<file path="src/rtl/output_pkg.sv">
// Shared types and constants for the sequential display output path.
// Provides the converter FSM state type, active-low seven-segment codes
// (bit order gfedcba) and the helper that sizes the BCD accumulator.
package output_pkg;

  typedef enum logic [1:0] {
    IDLE = 2'd0,
    CONV = 2'd1,
    DONE = 2'd2
  } state_e;

  localparam logic [6:0] SEG_BLANK = 7'h7F;
  localparam logic [6:0] SEG_MINUS = 7'h3F;

  localparam logic [6:0] SEG_DIGIT [10] = '{
    7'h40, 7'h79, 7'h24, 7'h30, 7'h19,
    7'h12, 7'h02, 7'h78, 7'h00, 7'h10
  };

  // Number of decimal digits needed to hold any width-bit unsigned value.
  function automatic int unsigned int_digits(input int unsigned width);
    return (width * 3) / 10 + 1;
  endfunction

endpackage

</file>
<file path="src/rtl/bcd_seg_decoder.sv">
// One-digit seven-segment decoder, active-low, bit order gfedcba.
// Ports:
//   code_i  - BCD digit; codes above 9 display blank
//   blank_i - force blank
//   minus_i - force minus sign (highest priority)
//   seg_o   - segment drive, combinational
module bcd_seg_decoder
  import output_pkg::*;
(
  input  logic [3:0] code_i,
  input  logic       blank_i,
  input  logic       minus_i,
  output logic [6:0] seg_o
);

  always_comb begin
    seg_o = SEG_BLANK;
    if (minus_i) begin
      seg_o = SEG_MINUS;
    end else if (!blank_i && (code_i <= 4'd9)) begin
      seg_o = SEG_DIGIT[code_i];
    end
  end

endmodule

</file>
<file path="src/rtl/seq_output_unit.sv">
// Sequential binary-to-BCD display driver. An iterative double-dabble engine
// converts one operand per WIDTH+1 cycles; the latched result is shown with
// leading-zero suppression, sign and overflow indication, or a raw BCD bus is
// shown instead.
// Ports:
//   clk, reset       - clock, synchronous active-high reset
//   start, value     - conversion request and operand (sampled in IDLE only)
//   toggle, bcd_i    - 1 selects raw BCD display of bcd_i
//   busy, done       - conversion running / one-cycle result-latched pulse
//   overflow         - latched result does not fit the display
//   hex              - registered active-low segments, digit k at [7k+6:7k]
module seq_output_unit
  import output_pkg::*;
#(
  parameter int unsigned WIDTH       = 32,
  parameter int unsigned DIGITS      = 6,
  parameter int unsigned SIGNED      = 1,
  parameter int unsigned BLANK_ZEROS = 1
) (
  input  logic                  clk,
  input  logic                  reset,
  input  logic                  start,
  input  logic [WIDTH-1:0]      value,
  input  logic                  toggle,
  input  logic [4*DIGITS-1:0]   bcd_i,
  output logic                  busy,
  output logic                  done,
  output logic                  overflow,
  output logic [7*DIGITS-1:0]   hex
);

  localparam int unsigned INT_DIGITS = int_digits(WIDTH);
  localparam int unsigned PAD_DIGITS = (INT_DIGITS > DIGITS) ? INT_DIGITS : DIGITS;
  localparam int unsigned ACC_W      = 4 * INT_DIGITS;
  localparam int unsigned PAD_W      = 4 * PAD_DIGITS;
  localparam int unsigned CNT_W      = $clog2(WIDTH);
  localparam int unsigned IDX_W      = 4;

  state_e                state_q, state_d;
  logic [WIDTH-1:0]      sh_q, sh_d;
  logic [ACC_W-1:0]      acc_q, acc_d;
  logic [CNT_W-1:0]      cnt_q, cnt_d;
  logic                  neg_q, neg_d;
  logic [4*DIGITS-1:0]   res_q, res_d;
  logic                  res_neg_q, res_neg_d;
  logic                  ovf_q, ovf_d;
  logic                  valid_q, valid_d;
  logic                  busy_q, busy_d;
  logic                  done_q, done_d;
  logic [7*DIGITS-1:0]   hex_q;

  logic [ACC_W-1:0]      acc_adj;
  logic [PAD_W-1:0]      acc_pad;
  logic                  ovf_c;
  logic                  is_neg;
  logic [WIDTH-1:0]      mag;
  logic [IDX_W-1:0]      msd;
  logic [3:0]            dig_code  [DIGITS];
  logic [DIGITS-1:0]     dig_blank;
  logic [DIGITS-1:0]     dig_minus;
  logic [7*DIGITS-1:0]   seg_c;

  assign busy     = busy_q;
  assign done     = done_q;
  assign overflow = ovf_q;
  assign hex      = hex_q;

  // Magnitude of the operand; the most negative value wraps onto itself,
  // which is the correct unsigned magnitude.
  assign is_neg = (SIGNED != 0) && value[WIDTH-1];
  assign mag    = is_neg ? (~value + WIDTH'(1)) : value;

  // Add-3 correction on every accumulator digit of 5 or more.
  always_comb begin
    acc_adj = acc_q;
    for (int i = 0; i < int'(INT_DIGITS); i++) begin
      if (acc_q[4*i +: 4] >= 4'd5) acc_adj[4*i +: 4] = acc_q[4*i +: 4] + 4'd3;
    end
  end

  // Overflow: digits beyond the display, or no room left for the sign.
  always_comb begin
    acc_pad = PAD_W'(acc_q);
    ovf_c   = 1'b0;
    for (int i = int'(DIGITS); i < int'(PAD_DIGITS); i++) begin
      if (acc_pad[4*i +: 4] != 4'd0) ovf_c = 1'b1;
    end
    if (neg_q && (acc_pad[4*(DIGITS-1) +: 4] != 4'd0)) ovf_c = 1'b1;
  end

  // Converter FSM next-state and datapath.
  always_comb begin
    state_d   = state_q;
    sh_d      = sh_q;
    acc_d     = acc_q;
    cnt_d     = cnt_q;
    neg_d     = neg_q;
    res_d     = res_q;
    res_neg_d = res_neg_q;
    ovf_d     = ovf_q;
    valid_d   = valid_q;
    done_d    = 1'b0;
    unique case (state_q)
      IDLE: begin
        if (start) begin
          sh_d    = mag;
          neg_d   = is_neg;
          acc_d   = '0;
          cnt_d   = '0;
          state_d = CONV;
        end
      end
      CONV: begin
        {acc_d, sh_d} = {acc_adj[ACC_W-2:0], sh_q, 1'b0};
        cnt_d         = cnt_q + CNT_W'(1);
        if (cnt_q == CNT_W'(WIDTH - 1)) state_d = DONE;
      end
      DONE: begin
        res_d     = acc_pad[4*DIGITS-1:0];
        res_neg_d = neg_q;
        ovf_d     = ovf_c;
        valid_d   = 1'b1;
        done_d    = 1'b1;
        state_d   = IDLE;
      end
      default: state_d = IDLE;
    endcase
    busy_d = (state_d == CONV);
  end

  // Per-digit display selection: raw, blank-before-first-result, overflow,
  // or suppressed converted digits with sign placement.
  always_comb begin
    msd = '0;
    for (int i = 0; i < int'(DIGITS); i++) begin
      if (res_q[4*i +: 4] != 4'd0) msd = IDX_W'(i);
    end
    for (int k = 0; k < int'(DIGITS); k++) begin
      dig_code[k]  = res_q[4*k +: 4];
      dig_blank[k] = 1'b0;
      dig_minus[k] = 1'b0;
      if (toggle) begin
        dig_code[k] = bcd_i[4*k +: 4];
      end else if (!valid_q) begin
        dig_blank[k] = 1'b1;
      end else if (ovf_q) begin
        dig_minus[k] = 1'b1;
      end else if (BLANK_ZEROS != 0) begin
        if (IDX_W'(k) > msd) begin
          if (res_neg_q && (IDX_W'(k) == msd + IDX_W'(1))) dig_minus[k] = 1'b1;
          else                                             dig_blank[k] = 1'b1;
        end
      end else if (res_neg_q && (k == int'(DIGITS) - 1)) begin
        dig_minus[k] = 1'b1;
      end
    end
  end

  for (genvar g = 0; g < int'(DIGITS); g++) begin : g_dec
    bcd_seg_decoder u_dec (
      .code_i  (dig_code[g]),
      .blank_i (dig_blank[g]),
      .minus_i (dig_minus[g]),
      .seg_o   (seg_c[7*g +: 7])
    );
  end

  // State and output registers.
  always_ff @(posedge clk) begin
    if (reset) begin
      state_q   <= IDLE;
      sh_q      <= '0;
      acc_q     <= '0;
      cnt_q     <= '0;
      neg_q     <= 1'b0;
      res_q     <= '0;
      res_neg_q <= 1'b0;
      ovf_q     <= 1'b0;
      valid_q   <= 1'b0;
      busy_q    <= 1'b0;
      done_q    <= 1'b0;
      hex_q     <= {DIGITS{SEG_BLANK}};
    end else begin
      state_q   <= state_d;
      sh_q      <= sh_d;
      acc_q     <= acc_d;
      cnt_q     <= cnt_d;
      neg_q     <= neg_d;
      res_q     <= res_d;
      res_neg_q <= res_neg_d;
      ovf_q     <= ovf_d;
      valid_q   <= valid_d;
      busy_q    <= busy_d;
      done_q    <= done_d;
      hex_q     <= seg_c;
    end
  end

endmodule

</file>
<file path="config.mk">
export PLATFORM = sky130hd
export DESIGN_NAME = seq_output_unit
export DESIGN_NICKNAME = d
export VERILOG_FILES = /design/src/rtl/output_pkg.sv /design/src/rtl/bcd_seg_decoder.sv /design/src/rtl/seq_output_unit.sv
export SDC_FILE = /design/constraint.sdc
export NUM_CORES = 1
export LEC_CHECK = 0
export ABC_AREA = 1
export CORE_MARGIN = 10
export CORE_UTILIZATION = 40
export DETAILED_ROUTE_END_ITERATION = 7
export SLEW_MARGIN = 20
export SYNTH_ARGS = -nofsm -noshare
export SYNTH_HDL_FRONTEND = slang
export SYNTH_SLANG_ARGS = --single-unit
</file>
<file path="constraint.sdc">
create_clock -name clk -period 2.3 [get_ports clk]
set_clock_uncertainty 0.1 [all_clocks]
set_input_delay 0.345 -clock clk [delete_from_list [all_inputs] [get_ports clk]]
set_output_delay 0.345 -clock clk [all_outputs]
set_load 0.01 [all_outputs]
</file>
==> out/results.ini, run 1 <==
[outcome]
status = complete, no violations

[run]
drv_cap = 0

[worst_setup_path]
crit_path_start_kind = register
critPathRequiredTime_ns = 2.50
crit_path_start = res_q[21]
crit_type = register to register
worstPathMaxFanout = 6
reg2reg_depth = 12
reg2reg_to = hex[26]
arrival_ns = 2.35
r2r_slack_ns = 0.16
worstReg2RegStart = res_q[21]
end_kind = register

[placement]
portBuffers = 104
place_ws_ns = -0.238
post-dp-hpwl_um = 16300
post_dp_cell_area_um2 = 10300
place.gp.congestion = 0.894

[clock_network]
cts.sinks = 151
root_buffer = clkbuf_16
htree_levels = 4
clockBufferDepth = 2
path_clk_slew_ns = 0.06
cts_tree = yes
insertion_delay_ns = 0.42
cts_made_buffers = 17

[synth]
synthFlopType = dfxtp_1
synth-seq-area-share_pct = 35.8
synth-async-reset-ratio_pct = 0
syn_area_um2 = 8440
avgSynthCellArea_um2 = 7.01
syn_nets = 1316
netlist-cell-type-count = 41
syn_inst = 1203
synth_edf_count = 0
yosysWarningCount = 0
synth-seq-cells = 151

[global_routing]
overflow = 0
grt_pass1_wl_um = 36300
antenna_found_initial = 0
grt.total_usage_pct = 16.0
grt_max_degree = 45
grt_pass1_vias = 7759

[drt]
vias = 8121
via_per_inst = 4.90
antenna_left = 0
routed_wl_um = 21700
drt_first_pass_iters = 5
drc_errors = 0
drt_iter0_drc = 428
wire_per_inst_um = 13.1

[pwr]
peakVddDrop_v = 0.000450
leakage_nw = 4.50
power_density_nw_per_um2 = 587

[floorplanning]
io_pins = 105
dieHeight_um = 165
rows = 53
dieArea_um2 = 27300
coreArea_um2 = 20900
initial_core_util_pct = 40.4
die_x_um = 165

[timing]
fin_crit_ns = 2.14
worst_slack_ns = 0.156
holdWs_ns = 0.318
fin_crit_sh_pct = 93.2
fmax_mhz = 466
grt_setup_unrepaired = true
hold_violations = 0
setup_violations = 0
report.final.slew_viol_count = 0
relSlewSlack_pct = 68.1
worst_pin_slew_ns = 0.478

[final_layout]
fin_nets = 1482
mostFrequentLayoutCells = nand2_1 (238), dfxtp_1 (150), inv_1 (132)
syn_to_final_growth_pct = 29.6
final_area_um2 = 10900
final_common_cell = nand2_1
insertedDiodeCount = 0
drive_above_1_share_pct = 12.7

[worst_hold_path]
worstHoldStart = state_q[1]
min_path_cells = 1
hold_class = register to register
min_to = state_q[1]

cell type report:
cell class	instances	area (um2)
Clock buffer	19	453
Clock inverter	13	130
Fill cell	2069	9960
Inverter	141	532
Multi-Input combinational cell	863	4700
Sequential cell	151	3020
Tap cell	275	344
Timing Repair Buffer	195	1750
cells by family (layout without fill, tap and decap cells):
family	Yosys count	in the layout	synth area share [%]
muxes	1	1	0.133
AOI/OAI and AO/OA	295	295	19.8
DFF	151	151	35.8
adders and majority gates	53	53	7.86
buffers and inverters	189	368	8.99
and+or+nand+nor	499	499	25.8
xor gates and xnor gates	15	15	1.56
through the flow:
stage	utilization (%)	setup TNS, ns	std cells	power [mW]
2_1_floorplan	-	0	1203	3.31
3_3_place_gp	49.2	-3.98	1622	3.72
3_5_place_dp	49.2	-5.35	1622	3.72
4_1_cts	52.0	0	1654	6.47
5_1_grt	52.3	-0.185	1657	6.70
6_report	52.3	0	1657	6.41
how the worst max path moves through the flow:
stage,endpoint,slack [ns],depth (start not counted)
3_5_place_dp,hex[23],-0.24,10
6_report,hex[26],0.16,12
4_1_cts,hex[7],0.02,12
3_3_place_gp,hex[41],-0.20,11
5_1_grt,hex[8],-0.06,12
2_1_floorplan,hex[41],0.07,13
critical path, cell delays in order, from the launching register on:
cell	delay, ns
dfxtp_2	0.32
nor2_2	0.11
nand3_2	0.12
nor2_4	0.14
o21ai_2	0.07
ha_1	0.30
nor2_2	0.11
inv_2	0.07
buf_4	0.14
o21ai_2	0.15
nand3_1	0.14
nor2_4	0.20
nand2_1	0.07
cell usage after synthesis, types with 13 or more instances:
cell	instances	area [um2]
a21oi_1	117	586
a22oi_1	19	143
clkbuf_1	31	116
dfxtp_1	151	3020
ha_1	53	663
inv_1	134	503
nand2_1	239	897
nand3_1	106	531
nand4_1	17	106
nor2_1	84	315
nor3_1	14	70.1
o21ai_0	91	455
o21ai_1	19	95.1
or2_1	15	93.8
xor2_1	13	114
report_power, final:
part | leakage (nW) | internal, mW | switching, mW | total (mW)
clock network | 0.284 | 1.64 | 1.11 | 2.75
logic | 2.98 | 0.424 | 0.501 | 0.926
registers | 1.23 | 2.70 | 0.0370 | 2.74
total | 4.50 | 4.77 | 1.64 | 6.41
flip-flops by register name, indices dropped and copies added, names as in the netlist, 2 cells and up:
register / count
hex: 42
acc_pad: 40
sh_q: 32
res_q: 24
cnt_q: 5
state_q: 2
metal layers:
metal | wire [um] | vias to the layer above | global-route usage, %
met3 | 1080 | 16 | 3.67
met5 | 0 | - | 0
li1 | - | 4318 | -
met4 | 238 | 0 | 4.11
met1 | 10400 | 3629 | 20.4
met2 | 9970 | 158 | 26.8
timing repair:
item                                    CTS  global route
buffers inserted                          0             3
resized for setup                         0            15
endpoints found under the setup margin    0            21
hold buffers                              0             0
(Power assumes the default switching activity.)
==> inputs of run 2 (changes only) <==
Settings changed: SYNTH_HIERARCHICAL set to 1.
==> out/results.ini, run 2 <==
[final_layout]
final-instance-count-excl-fill = 1782  ; +7.5%
final_common_cell = nand2_1
syn_to_final_growth_pct = 31.6
fill_cells = 2147  ; +3.8%
mostFrequentLayoutCells = nand2_1 (276), inv_1 (150), dfxtp_1 (145)
fin_nets = 1608  ; +8.5%
insertedDiodeCount = 0  ; unchanged
drive_above_1_share_pct = 19.8  ; +7.2 points
final_area_um2 = 11800  ; +7.5%
largest_reg_flops = 42  ; unchanged

[worst_setup_path]
path_buf_inv = 6  ; +4
reg2reg_depth = 19  ; +7
crit_type = register to register
critPathRequiredTime_ns = 2.52  ; +0.02 ns
crit_path_start_kind = register
cp_cell_sequence = inv_2 -> nand2_2 -> nor3_4 -> buf_4 -> nand2_2 -> nand2_2 -> inv_2 -> nand2_4 -> ha_4 -> nor2_4 -> buf_4 -> inv_1 -> nand4_1 -> nand2_1 -> inv_2 -> nand2_2 -> nor2_4 -> nand2_1 -> or2_4
path_depth = 19  ; +7
cp_common_cell = nand2_2
arrival_ns = 2.59  ; +0.24 ns
end_kind = register
crit_slowest_cell = dfxtp_2
max_stage_delay_ns = 0.32  ; about the same
cpLargestDelayFamily = simple AND/OR/NAND/NOR gates
worstPathMaxFanout = 6  ; unchanged

[drt]
drt_iter0_drc = 537  ; +25%
wire_per_inst_um = 12.7  ; -3.4%
via_per_inst = 4.88  ; -0.50%
antenna_left = 0  ; unchanged
vias = 8690  ; +7.0%
drt_first_pass_iters = 5  ; unchanged
routed_wl_um = 22600  ; +3.9%
drc_errors = 0  ; unchanged

[synth]
synth_common_cells = nand2_1 (291), inv_1 (166), dfxtp_1 (151), o21ai_0 (119), a21oi_1 (109)
synth-async-reset-ratio_pct = 0  ; unchanged
syn_inst = 1306  ; +8.6%
synth_edf_count = 0  ; unchanged
syn_area_um2 = 8940  ; +5.9%
yosys.cell_count.top_type = nand2_1
synth-seq-area-share_pct = 33.8  ; -2.0 points
netlist-cell-type-count = 41  ; unchanged
synth-seq-cells = 151  ; unchanged
synthFlopType = dfxtp_1
syn_nets = 1424  ; +8.2%
synth_top_area_share_pct = 33.8  ; -2.0 points
synthTopCellsByArea = dfxtp_1 (34%), nand2_1 (12%), ha_1 (8.1%)
synth_top_area_cell = dfxtp_1
avgSynthCellArea_um2 = 6.84  ; -2.4%
yosysWarningCount = 6  ; +6

[timing]
relSlewSlack_pct = 49.4  ; -19 points
tns_ns = -0.984  ; -0.984 ns
worst_pin_slew_ns = 0.758  ; +0.280 ns
report.final.slew_viol_count = 0  ; unchanged
fmax_mhz = 422  ; -9.6%
hold_violations = 0  ; unchanged
fin_crit_ns = 2.37  ; +0.226 ns
setup_violations = 24  ; +24
worst_slack_ns = -0.0704  ; -0.226 ns
fin_crit_sh_pct = 103  ; +9.8 points
grt_setup_unrepaired = true

[floorplanning]
die_x_um = 169  ; +2.6%
initial_core_util_pct = 40.8  ; +0.44 points
coreArea_um2 = 21900  ; +4.8%
dieHeight_um = 169  ; +2.6%
dieArea_um2 = 28700  ; +5.2%
rows = 54  ; +1.9%
io_pins = 105  ; unchanged

[clock_network]
root_buffer = clkbuf_16
path_clk_slew_ns = 0.06  ; about the same
postCtsHoldBufs = 0  ; unchanged
cts_tree = yes
clockBufferDepth = 2  ; unchanged
insertion_delay_ns = 0.43  ; about the same
htree_levels = 4  ; unchanged
cts_made_buffers = 17  ; unchanged
cts.sinks = 151  ; unchanged

[run]
drv_cap = 0  ; unchanged

[placement]
post-dp-hpwl_um = 16600  ; +1.9%
dp.cells = 1733  ; +6.8%
place.gp.congestion = 0.878  ; -1.7%
portBuffers = 104  ; unchanged
post_dp_cell_area_um2 = 10800  ; +5.5%

[worst_hold_path]
min_path_cells = 3  ; +2
hold_class = input pin to register

[global_routing]
grt_pass1_vias = 8160  ; +5.2%
overflow = 0  ; unchanged
grt_max_degree = 60  ; +33%
antenna_found_initial = 0  ; unchanged
grt_pass1_wl_um = 38000  ; +4.7%
grt.total_usage_pct = 15.6  ; -0.46 points

[pwr]
power_density_nw_per_um2 = 549  ; -6.4%
leakage_nw = 4.99  ; +11%
p_total_mw = 6.46  ; +0.67%
peakVddDrop_v = 0.000505  ; +12%

[outcome]
violations = setup timing
status = finished with violations

run 2: changes by cell type in the layout (fill, tap and decap cells not counted), sizes merged, moves of 8 or more:
| cell | change |
|---|---|
| inv | +37 |
| o21a | -8 |
| or2 | +29 |
| a21oi | -11 |
| nand3 | -12 |
| a22oi | -13 |
| buf | +16 |
| o221ai | +9 |
| nand2 | +71 |
| a31oi | -9 |
run 2: per-stage QoR:
stage | setup WS [ns] | utilization [%] | hold WS [ns]
final | -0.0704 | 53.7 | 0.329
after floorplan | -0.000440 | - | 0.339
after CTS | -0.0807 | 52.8 | 0.325
after global routing | -0.238 | 53.7 | 0.341
after global placement | -0.316 | 49.5 | 0.355
after detailed placement | -0.379 | 49.5 | 0.360
run 2: timing repair:
action	CTS	global route
resized for setup	33	52
endpoints found under the setup margin	34	35
buffers inserted	10	8
pin swaps	4	37
run 2: path summary, 6_finish.rpt:
| check | start | to | slack [ns] |
|---|---|---|---|
| worst min-delay path | reset | done | 0.33 |
| worst max-delay path | res_q[9] | hex[9] | -0.07 |
| worst min register to register | cnt_q[3] | cnt_q[3] | 0.37 |
| worst max register to register | res_q[9] | hex[9] | -0.07 |
run 2: kinds of logic (layout without fill, tap and decap cells):
logic type / count (synthesis) / after routing / synth area share [%]
buf+inv: 224 / 420 / 10.2
xor+xnor: 11 / 11 / 1.08
flops: 151 / 151 / 33.8
compound gates: 270 / 270 / 16.4
fa+ha+maj: 58 / 58 / 8.12
simple gates: 592 / 592 / 30.4
run 2: per-layer routing:
layer	track usage, %	wire length (um)	vias up
li1	-	-	4600
met1	19.9	10800	3923
met2	26.0	10500	150
met3	3.29	1020	17
met4	4.24	238	0
met5	0	0	-
run 2: area by class of cell:
cell class	count	area (um2)	area share, %
Multi-Input combinational cell	931	5240	44.5
Sequential cell	151	3030	25.8
Timing Repair Buffer	211	1910	16.2
Inverter	178	671	5.70
Clock buffer	19	433	3.68
Tap cell	280	350	2.98
Clock inverter	12	129	1.10
run 2: where the power goes:
| group | switching [mW] | internal [mW] |
|---|---|---|
| logic | 0.546 | 0.460 |
| clock network | 1.11 | 1.59 |
| registers | 0.0395 | 2.71 |
run 2: tightest hold or removal path: stages:
cell	delay (ns)
buf_2	0.14
buf_12	0.19
nor2_1	0.12
